**src/rtl/imem_pkg.sv**
```systemverilog
// Shared types and constants for the instruction-memory arbiter.
// Build option: IMEM_ROUND_ROBIN_EN selects round-robin RUN arbitration.
package imem_pkg;

    localparam int unsigned IMEM_DEPTH = 1024;
    localparam int unsigned IMEM_AW    = $clog2(IMEM_DEPTH);

    localparam logic [31:0] NOP_INSTR = 32'h0;

    typedef enum logic {
        BOOT = 1'b0,
        RUN  = 1'b1
    } state_t;

    typedef logic req_id_t;
    localparam req_id_t REQ_FETCH = 1'b0;
    localparam req_id_t REQ_LOAD  = 1'b1;

    // Word address lies inside the memory
    function automatic logic in_range(input logic [31:0] addr, input int unsigned depth);
        return addr < depth;
    endfunction

endpackage

```
**src/rtl/imem_arbiter_if.sv**
```systemverilog
// Fetch, loader and memory-port signal bundle for the instruction-memory arbiter.
// slave = arbiter side, master = requesters plus memory side.
interface imem_arbiter_if
    import imem_pkg::*;
#(
    parameter int unsigned AW = IMEM_AW
) ();

    logic          fetch_req;
    logic [31:0]   fetch_addr;
    logic          fetch_gnt;
    logic          fetch_rvalid;
    logic [31:0]   fetch_rdata;
    logic          fetch_err;

    logic          ld_req;
    logic [31:0]   ld_addr;
    logic [31:0]   ld_wdata;
    logic          ld_gnt;
    logic          ld_err;
    logic          ld_done;
    logic          boot_busy;

    logic          mem_en;
    logic          mem_we;
    logic [AW-1:0] mem_addr;
    logic [31:0]   mem_wdata;
    logic [31:0]   mem_rdata;

    modport slave (
        input  fetch_req, fetch_addr, ld_req, ld_addr, ld_wdata, ld_done, mem_rdata,
        output fetch_gnt, fetch_rvalid, fetch_rdata, fetch_err,
        output ld_gnt, ld_err, boot_busy,
        output mem_en, mem_we, mem_addr, mem_wdata
    );

    modport master (
        output fetch_req, fetch_addr, ld_req, ld_addr, ld_wdata, ld_done, mem_rdata,
        input  fetch_gnt, fetch_rvalid, fetch_rdata, fetch_err,
        input  ld_gnt, ld_err, boot_busy,
        input  mem_en, mem_we, mem_addr, mem_wdata
    );

endinterface

```
**src/rtl/imem_prio_sel.sv**
```systemverilog
// Combinational two-requester select: loader-only in BOOT, priority or round-robin in RUN.
// IMEM_ROUND_ROBIN_EN swaps the starvation input for the last-granted pointer.
module imem_prio_sel
    import imem_pkg::*;
(
    input  logic    en,
    input  logic    run,
    input  logic    fetch_req,
    input  logic    ld_req,
`ifdef IMEM_ROUND_ROBIN_EN
    input  req_id_t rr_last,
`else
    input  logic    starve,
`endif
    output logic    fetch_gnt_c,
    output logic    ld_gnt_c
);

    logic fetch_first_c;

`ifdef IMEM_ROUND_ROBIN_EN
    assign fetch_first_c = (rr_last == REQ_LOAD);
`else
    assign fetch_first_c = starve;
`endif

    // At most one grant; contention resolved by fetch_first_c
    always_comb begin
        fetch_gnt_c = 1'b0;
        ld_gnt_c    = 1'b0;
        if (en) begin
            if (!run) begin
                ld_gnt_c = ld_req;
            end else if (fetch_req && ld_req) begin
                fetch_gnt_c = fetch_first_c;
                ld_gnt_c    = !fetch_first_c;
            end else begin
                fetch_gnt_c = fetch_req;
                ld_gnt_c    = ld_req;
            end
        end
    end

endmodule

```
**src/rtl/imem_arbiter.sv**
```systemverilog
// Instruction-memory port arbiter: boot-load phase, fetch/loader arbitration, range check, 1-cycle read return.
// Build option: IMEM_ROUND_ROBIN_EN selects round-robin RUN arbitration instead of loader priority.
module imem_arbiter
    import imem_pkg::*;
#(
    parameter int unsigned DEPTH    = IMEM_DEPTH,
    parameter int unsigned AW       = IMEM_AW,
    parameter int unsigned MAX_WAIT = 4
) (
    input  logic           clk,
    input  logic           rst,
    imem_arbiter_if.slave  bus
);

    state_t state_q;
    logic   rvalid_q;
    logic   ferr_q;
    logic   lderr_q;

    logic   fetch_gnt_c;
    logic   ld_gnt_c;
    logic   fetch_ok_c;
    logic   ld_ok_c;

    assign fetch_ok_c = in_range(bus.fetch_addr, DEPTH);
    assign ld_ok_c    = in_range(bus.ld_addr, DEPTH);

`ifdef IMEM_ROUND_ROBIN_EN
    req_id_t rr_q;

    imem_prio_sel u_prio_sel (
        .en          (!rst),
        .run         (state_q == RUN),
        .fetch_req   (bus.fetch_req),
        .ld_req      (bus.ld_req),
        .rr_last     (rr_q),
        .fetch_gnt_c (fetch_gnt_c),
        .ld_gnt_c    (ld_gnt_c)
    );

    // Last-granted requester drops to lowest priority
    always_ff @(posedge clk) begin
        if (rst) begin
            rr_q <= REQ_LOAD;
        end else if (fetch_gnt_c) begin
            rr_q <= REQ_FETCH;
        end else if (ld_gnt_c) begin
            rr_q <= REQ_LOAD;
        end
    end
`else
    localparam int unsigned WW = $clog2(MAX_WAIT + 1);

    logic [WW-1:0] wait_cnt_q;

    imem_prio_sel u_prio_sel (
        .en          (!rst),
        .run         (state_q == RUN),
        .fetch_req   (bus.fetch_req),
        .ld_req      (bus.ld_req),
        .starve      (wait_cnt_q >= WW'(MAX_WAIT)),
        .fetch_gnt_c (fetch_gnt_c),
        .ld_gnt_c    (ld_gnt_c)
    );

    // Cycles fetch has been kept waiting, saturating at MAX_WAIT
    always_ff @(posedge clk) begin
        if (rst) begin
            wait_cnt_q <= '0;
        end else if (bus.fetch_req && !fetch_gnt_c) begin
            if (wait_cnt_q < WW'(MAX_WAIT)) begin
                wait_cnt_q <= wait_cnt_q + WW'(1);
            end
        end else begin
            wait_cnt_q <= '0;
        end
    end
`endif

    // Boot/run FSM and one-cycle response pipeline
    always_ff @(posedge clk) begin
        if (rst) begin
            state_q  <= BOOT;
            rvalid_q <= 1'b0;
            ferr_q   <= 1'b0;
            lderr_q  <= 1'b0;
        end else begin
            case (state_q)
                BOOT:    if (bus.ld_done) state_q <= RUN;
                RUN:     state_q <= RUN;
                default: state_q <= BOOT;
            endcase
            rvalid_q <= fetch_gnt_c;
            ferr_q   <= fetch_gnt_c && !fetch_ok_c;
            lderr_q  <= ld_gnt_c && !ld_ok_c;
        end
    end

    assign bus.fetch_gnt = fetch_gnt_c;
    assign bus.ld_gnt    = ld_gnt_c;
    assign bus.boot_busy = (state_q == BOOT);

    // Reset in flight drops any pending response immediately
    assign bus.fetch_rvalid = rvalid_q && !rst;
    assign bus.fetch_err    = rvalid_q && ferr_q && !rst;
    assign bus.fetch_rdata  = (rvalid_q && !ferr_q && !rst) ? bus.mem_rdata : NOP_INSTR;
    assign bus.ld_err       = lderr_q && !rst;

    // Out-of-range accesses are granted but never reach the memory
    assign bus.mem_en    = (fetch_gnt_c && fetch_ok_c) || (ld_gnt_c && ld_ok_c);
    assign bus.mem_we    = ld_gnt_c && ld_ok_c;
    assign bus.mem_addr  = ld_gnt_c    ? bus.ld_addr[AW-1:0] :
                           fetch_gnt_c ? bus.fetch_addr[AW-1:0] : '0;
    assign bus.mem_wdata = ld_gnt_c ? bus.ld_wdata : 32'h0;

endmodule

```
**src/flat_wrapper.sv**
```systemverilog
// flat-port wrapper written by rule: the top's interface ports become plain ports
module imem_arbiter_flat import imem_pkg::*;
#(
    parameter int unsigned DEPTH    = IMEM_DEPTH,
    parameter int unsigned AW       = IMEM_AW,
    parameter int unsigned MAX_WAIT = 4
)
  (clk, rst, bus_fetch_req, bus_fetch_addr, bus_ld_req, bus_ld_addr, bus_ld_wdata, bus_ld_done, bus_mem_rdata, bus_fetch_gnt, bus_fetch_rvalid, bus_fetch_rdata, bus_fetch_err, bus_ld_gnt, bus_ld_err, bus_boot_busy, bus_mem_en, bus_mem_we, bus_mem_addr, bus_mem_wdata);
  imem_arbiter_if #(.AW(AW)) bus_i ();
  input  logic clk;
  input  logic rst;
  input wire logic [$bits(bus_i.fetch_req)-1:0] bus_fetch_req;
  input wire logic [$bits(bus_i.fetch_addr)-1:0] bus_fetch_addr;
  input wire logic [$bits(bus_i.ld_req)-1:0] bus_ld_req;
  input wire logic [$bits(bus_i.ld_addr)-1:0] bus_ld_addr;
  input wire logic [$bits(bus_i.ld_wdata)-1:0] bus_ld_wdata;
  input wire logic [$bits(bus_i.ld_done)-1:0] bus_ld_done;
  input wire logic [$bits(bus_i.mem_rdata)-1:0] bus_mem_rdata;
  output wire logic [$bits(bus_i.fetch_gnt)-1:0] bus_fetch_gnt;
  output wire logic [$bits(bus_i.fetch_rvalid)-1:0] bus_fetch_rvalid;
  output wire logic [$bits(bus_i.fetch_rdata)-1:0] bus_fetch_rdata;
  output wire logic [$bits(bus_i.fetch_err)-1:0] bus_fetch_err;
  output wire logic [$bits(bus_i.ld_gnt)-1:0] bus_ld_gnt;
  output wire logic [$bits(bus_i.ld_err)-1:0] bus_ld_err;
  output wire logic [$bits(bus_i.boot_busy)-1:0] bus_boot_busy;
  output wire logic [$bits(bus_i.mem_en)-1:0] bus_mem_en;
  output wire logic [$bits(bus_i.mem_we)-1:0] bus_mem_we;
  output wire logic [$bits(bus_i.mem_addr)-1:0] bus_mem_addr;
  output wire logic [$bits(bus_i.mem_wdata)-1:0] bus_mem_wdata;
  assign bus_i.fetch_req = bus_fetch_req;
  assign bus_i.fetch_addr = bus_fetch_addr;
  assign bus_i.ld_req = bus_ld_req;
  assign bus_i.ld_addr = bus_ld_addr;
  assign bus_i.ld_wdata = bus_ld_wdata;
  assign bus_i.ld_done = bus_ld_done;
  assign bus_i.mem_rdata = bus_mem_rdata;
  assign bus_fetch_gnt = bus_i.fetch_gnt;
  assign bus_fetch_rvalid = bus_i.fetch_rvalid;
  assign bus_fetch_rdata = bus_i.fetch_rdata;
  assign bus_fetch_err = bus_i.fetch_err;
  assign bus_ld_gnt = bus_i.ld_gnt;
  assign bus_ld_err = bus_i.ld_err;
  assign bus_boot_busy = bus_i.boot_busy;
  assign bus_mem_en = bus_i.mem_en;
  assign bus_mem_we = bus_i.mem_we;
  assign bus_mem_addr = bus_i.mem_addr;
  assign bus_mem_wdata = bus_i.mem_wdata;
  imem_arbiter #(.DEPTH(DEPTH), .AW(AW), .MAX_WAIT(MAX_WAIT)) u_core (.clk(clk), .rst(rst), .bus(bus_i));
endmodule
```
**config.mk**
```make
export PLATFORM = sky130hd
export DESIGN_NAME = imem_arbiter_flat
export DESIGN_NICKNAME = d
export VERILOG_FILES = /design/src/rtl/imem_pkg.sv /design/src/rtl/imem_arbiter_if.sv /design/src/rtl/imem_prio_sel.sv /design/src/rtl/imem_arbiter.sv /design/src/flat_wrapper.sv
export SDC_FILE = /design/constraint.sdc
export NUM_CORES = 1
export LEC_CHECK = 0
export CORE_MARGIN = 5
export CORE_UTILIZATION = 18
export DETAILED_ROUTE_END_ITERATION = 10
export GPL_ROUTABILITY_DRIVEN = 0
export PLACE_DENSITY = 0.92
export SYNTH_ARGS = -nofsm -noshare
export SYNTH_HDL_FRONTEND = slang
export SYNTH_SLANG_ARGS = --single-unit
export TNS_END_PERCENT = 30
```
**constraint.sdc**
```tcl
create_clock -name clk -period 1.5 [get_ports clk]
set_input_delay 0.225 -clock clk [delete_from_list [all_inputs] [get_ports clk]]
set_output_delay 0.225 -clock clk [all_outputs]
set_load 0.05 [all_outputs]
```
# Word level (Yosys, flattened, before mapping)
# Index checks and enable logic that the tools add are counted.
[classes]
add_sub_neg = 1
magnitude_cmp = 4
muxes = 12
n_bitwise = 2
reduce_logical = 20
[ops]
columns = ["op", "count"]
rows = [
  ["less-than comparator 32 x 11 -> 1 bit, second input constant", 2],
  ["two-way mux 32 bit", 2],
  ["two-way mux 10 bit", 2],
  ["logical AND 1 bit", 12],
  ["two-way mux 1 bit", 7],
  ["logical NOT 1 bit", 6],
  ["adder 3 x 1 -> 3 bit, second input constant", 1],
  ["greater-or-equal comparator 3 bit, second input constant", 1],
  ["less-than comparator 3 bit, second input constant", 1],
  ["NOT 1 bit", 2],
  ["one-hot mux 1 bit (2 select lines)", 1],
  ["OR reduction 2 bit", 1],
  ["logical OR 1 bit", 1],
]
[totals]
regBits = 7
inputBits = 133
output_inout_bits = 82
elab_cells = 44

# Longest topological paths before layout
# Gate-level depths: netlist of the first run.
[depth]
word_depth = 8
mapped_depth = 5

# By module
# From an unflattened synthesis of the first run, not the netlist that was laid out.
[unflattened]
hier_cells = 138
area_unflattened_um2 = 964.7
[modules_own_cells]
columns = ["module", "n_inst", "cells_each", "area_each_um2", "seq_area_each_um2"]
rows = [
  ["imem_arbiter", 1, 133, 940.9, 140.1],
  ["imem_prio_sel", 1, 5, 23.8, 0.0],
]

# Worst setup path after synthesis of the first run
# No wires, ideal clock.
[synth_path]
path_kind = "reg2out"
from = "register u_core.rvalid_q"
to = "output bus_fetch_rdata[0]"
t_arrival_ps = 1916
path_slack_ps = -641
stages_incl_launch_ff = 5
n_path_buf = 1
cell_sequence = "dfxtp_1 > nor2b_1 > and2b_1 > clkbuf_2 > and2_1"
[synth_via]
elab_chain_cells = 3
[synth_rtl]
columns = ["element", "line_no", "rtl"]
rows = [
  ["start: declaration", "imem_arbiter.sv:16", "logic rvalid_q;"],
  ["start signal: assignment", "imem_arbiter.sv:93", "rvalid_q <= fetch_gnt_c;"],
  ["logical AND 1 bit (2 in series)", "imem_arbiter.sv:106", "assign bus.fetch_rdata = (rvalid_q && !ferr_q && !rst) ? bus.mem_rdata : NOP_INSTR;"],
  ["two-way mux 32 bit", "imem_arbiter.sv:106", ""],
  ["end: declaration", "flat_wrapper.sv:21", "output wire logic [$bits(bus_i.fetch_rdata)-1:0] bus_fetch_rdata;"],
]
# Every way passes these cells.

# Worst setup path in the final report of the first run
[layout_path]
from = "input bus_fetch_addr[31]"
to = "output bus_mem_en"
[layout_via]
elab_chain_cells = 3
[layout_rtl]
columns = ["element", "line_no", "rtl"]
rows = [
  ["start: declaration", "flat_wrapper.sv:13", "input wire logic [$bits(bus_i.fetch_addr)-1:0] bus_fetch_addr;"],
  ["less-than comparator 32 x 11 -> 1 bit", "imem_pkg.sv:21", "return addr < depth;"],
  ["logical AND 1 bit", "imem_arbiter.sv:110", "assign bus.mem_en = (fetch_gnt_c && fetch_ok_c) || (ld_gnt_c && ld_ok_c);"],
  ["logical OR 1 bit", "imem_arbiter.sv:110", ""],
  ["end: declaration", "flat_wrapper.sv:26", "output wire logic [$bits(bus_i.mem_en)-1:0] bus_mem_en;"],
]
# Every way passes these cells.

==> run summary, run 1 <==
Root Buffer = clkbuf_8
Highest Clock Rate = 0.5968 GHz
Failing checks = negative setup slack
Top post-synthesis cells by area = and2_1 (22%), and3_1 (21%), dfxtp_1 (14%)
Met1 wire length = 2.746 mm
WL per Instance = 20.58 µm
CP arrival = 1450 ps
Peak supply drop = 0.2411 mV
Syn avg cell area = 6.994 µm²
DRC = 0
Post-route cell area = 4479 µm²
Initial DRT Pass Iterations = 4
Synth Instances = 139
CP Class = primary input to primary output
Worst Setup Slack, final = -175.7 ps
Yosys reg bits = 7
Ys Warns = 0
H-tree level count = 1
Outcome = complete, but fails checks
Mapped cell area = 972.2 µm²
Final slew viol count = 0
Wire length of the first global-routing pass = 13.17 mm
Later-pin clock latency in the skew report = 220 ps
Most frequent cells in the layout = clkdlybuf4s50_1 (89), buf_12 (84), and3_1 (24), and2_4 (23), buf_4 (23)
Data required time at the worst endpoint = 1270 ps
Total power = 1.450 mW
Commonest non-fill, non-tap cell in the layout = clkdlybuf4s50_1
Largest area contributor in the netlist = and2_1
Pwr dens = 323.7 nW/µm²
Grt ovf = 0
Layout Nets = 510
Leakage = 1.938 nW
Element type at the critical path end = primary output
Placed cell area = 4170 µm²
Critical-path cell with the highest stage delay = o32ai_4
Worst Tran Pin Value = 270.9 ps
DR WL met3 = 1.116 mm
Largest net degree at the start of global routing = 33
Clock buffer depth = 2
Ports = 215
Max FO, Critical Path = 2
Top sig layer = met4
Mapped Nets = 273
CTS Hold Bufs = 0
P&R area growth vs syn = 360.7%
Global Route Usage Sum = 0.2394
Initial antenna violation count = 0
Seq/Total Area, Yosys = 0.1441
MaxCap Viol Count = 0
Worst clock skew = 0.3671 ps
Core Rows = 26
CP cell instances = dlygate4sd2_1 -> nor4_2 -> nand4_1 -> o32ai_4 -> buf_12
CORE AREA = 5172 µm²
Period utilization = 1.117
Synth cell types = 28
Fraction of layout cells with a size suffix above 1 = 0.5093
FILL cells = 238
N_diodes = 0
DIE WIDTH = 83.49 µm
PortBufs = 214
Wirelength, routed = 9.160 mm
Share of the synthesized area in the top cell type = 0.2188
Worst-path clk slew = 40 ps
CTS sink count = 7
DR iter-0 viols = 24
Tightest Hold Check Type = primary input to flop
Post-route ant nets = 0
Fin crit period = 1676 ps
DR vias = 2066
DP HPWL = 7.788 mm
CP bufs+invs = 2
Crit path launch type = primary input
Final setup fails = 63
Starting Density = 0.1880
Max incr delay on CP = 360 ps
Via-to-Cell Ratio = 4.643
TritonCTS clock tree = built
Final hold violations = 0
Met2 wire len = 4.913 mm
Die area = 6971 µm²
Inserted Clock Buffers = 3
Die Ht = 83.49 µm
Worst slew margin = 0.8179
Vias in the first global route = 2327
CP top delay family = simple AND/OR/NAND/NOR gates
Setup repair after global routing missed its margin = true
area by class of cell:
class,count,area (µm²),area share
timing repair buffer,241,3134,0.6997
multi-input combinational,119,1040,0.2321
sequential,7,148.9,0.03324
tap,70,87.58,0.01955
clock buffer,4,45.04,0.01006
inverter,3,16.27,0.003631
timing repair inverter,1,7.507,0.001676
worst min-delay path, delay by kind of cell:
family | cells | cell delay [ps]
buffers and inverters | 2 | 280
and+or+nand+nor | 1 | 40
layer usage:
metal | vias to the layer above | global-route usage
met5 | - | 0
met4 | 0 | 0.08918
met3 | 32 | 0.1244
met2 | 160 | 0.4687
met1 | 903 | 0.2021
li1 | 971 | -
registers in the layout (all words and copies together), names as in the netlist:
name / flops
u_core.state_q: 1
u_core.ferr_q: 1
u_core.lderr_q: 1
u_core.wait_cnt_q: 3
u_core.rvalid_q: 1
cell families after synthesis:
family | share of synthesized area
flip-flops | 0.1441
AO/OA/AOI/OAI | 0.1390
buffers and inverters | 0.06949
adder cells (fa/ha/maj) | 0.01287
AND/OR/NAND/NOR | 0.6345
where the power goes:
group	internal (mW)	switching [mW]
sequential	0.192	0.00621
clock	0.184	0.0797
combinational	0.575	0.413
cell usage after synthesis, drive strengths merged:
cell / instances
nand2: 3
dfxtp: 7
nand4: 3
a21boi: 1
nor4: 10
o22ai: 1
o32ai: 1
buf: 2
nand3: 3
nand2b: 2
nor2: 5
and3: 32
o21a: 2
inv: 3
a21oi: 1
ha: 1
clkbuf: 9
a22o: 10
and2b: 2
nor2b: 4
o21ai: 1
and2: 35
or3: 1
repair_timing:
action	4_1_cts	5_1_grt
resized for setup	86	42
gates cloned	1	1
pin swaps	41	20
setup endpoints to repair	80	79
setup buffers	10	2
per-stage QoR:
step	utilization	std cells	hold slack, ps	TNS, ps	setup WS, ps
after floorplan	-	139	297.4	-2253	-147.7
after global placement	0.8062	427	479.4	-23270	-382.9
after detailed placement	0.8062	427	503.6	-24930	-503.5
after CTS	0.8481	442	472.1	-5999	-142.8
after global routing	0.8660	445	377.6	-7379	-228.7
final	0.8660	445	369.7	-3194	-175.7
path summary, 6_finish.rpt:
check | depth (start not counted) | endpoint | startpoint | slack [ps]
max reg2reg | 5 | u_core.ferr_q$_SDFF_PP0_ | u_core.wait_cnt_q[2]$_SDFFE_PP0N_ | 280
min | 3 | u_core.state_q$_SDFF_PP0_ | rst | 370
min reg2reg | 1 | u_core.wait_cnt_q[2]$_SDFFE_PP0N_ | u_core.state_q$_SDFF_PP0_ | 490
max | 5 | bus_mem_en | bus_fetch_addr[31] | -180
No activity file was read; power rests on OpenSTA's default activity.
==> run 2, diff against run 1 <==
--- a/config.mk
+++ b/config.mk
@@ -5,6 +5,7 @@
 export SDC_FILE = /design/constraint.sdc
 export NUM_CORES = 1
 export LEC_CHECK = 0
+export CAP_MARGIN = 25
 export CORE_MARGIN = 5
 export CORE_UTILIZATION = 18
 export DETAILED_ROUTE_END_ITERATION = 10
==> results of run 2 <==
The final DEF is identical to that of run 1; final timing and power are the same.
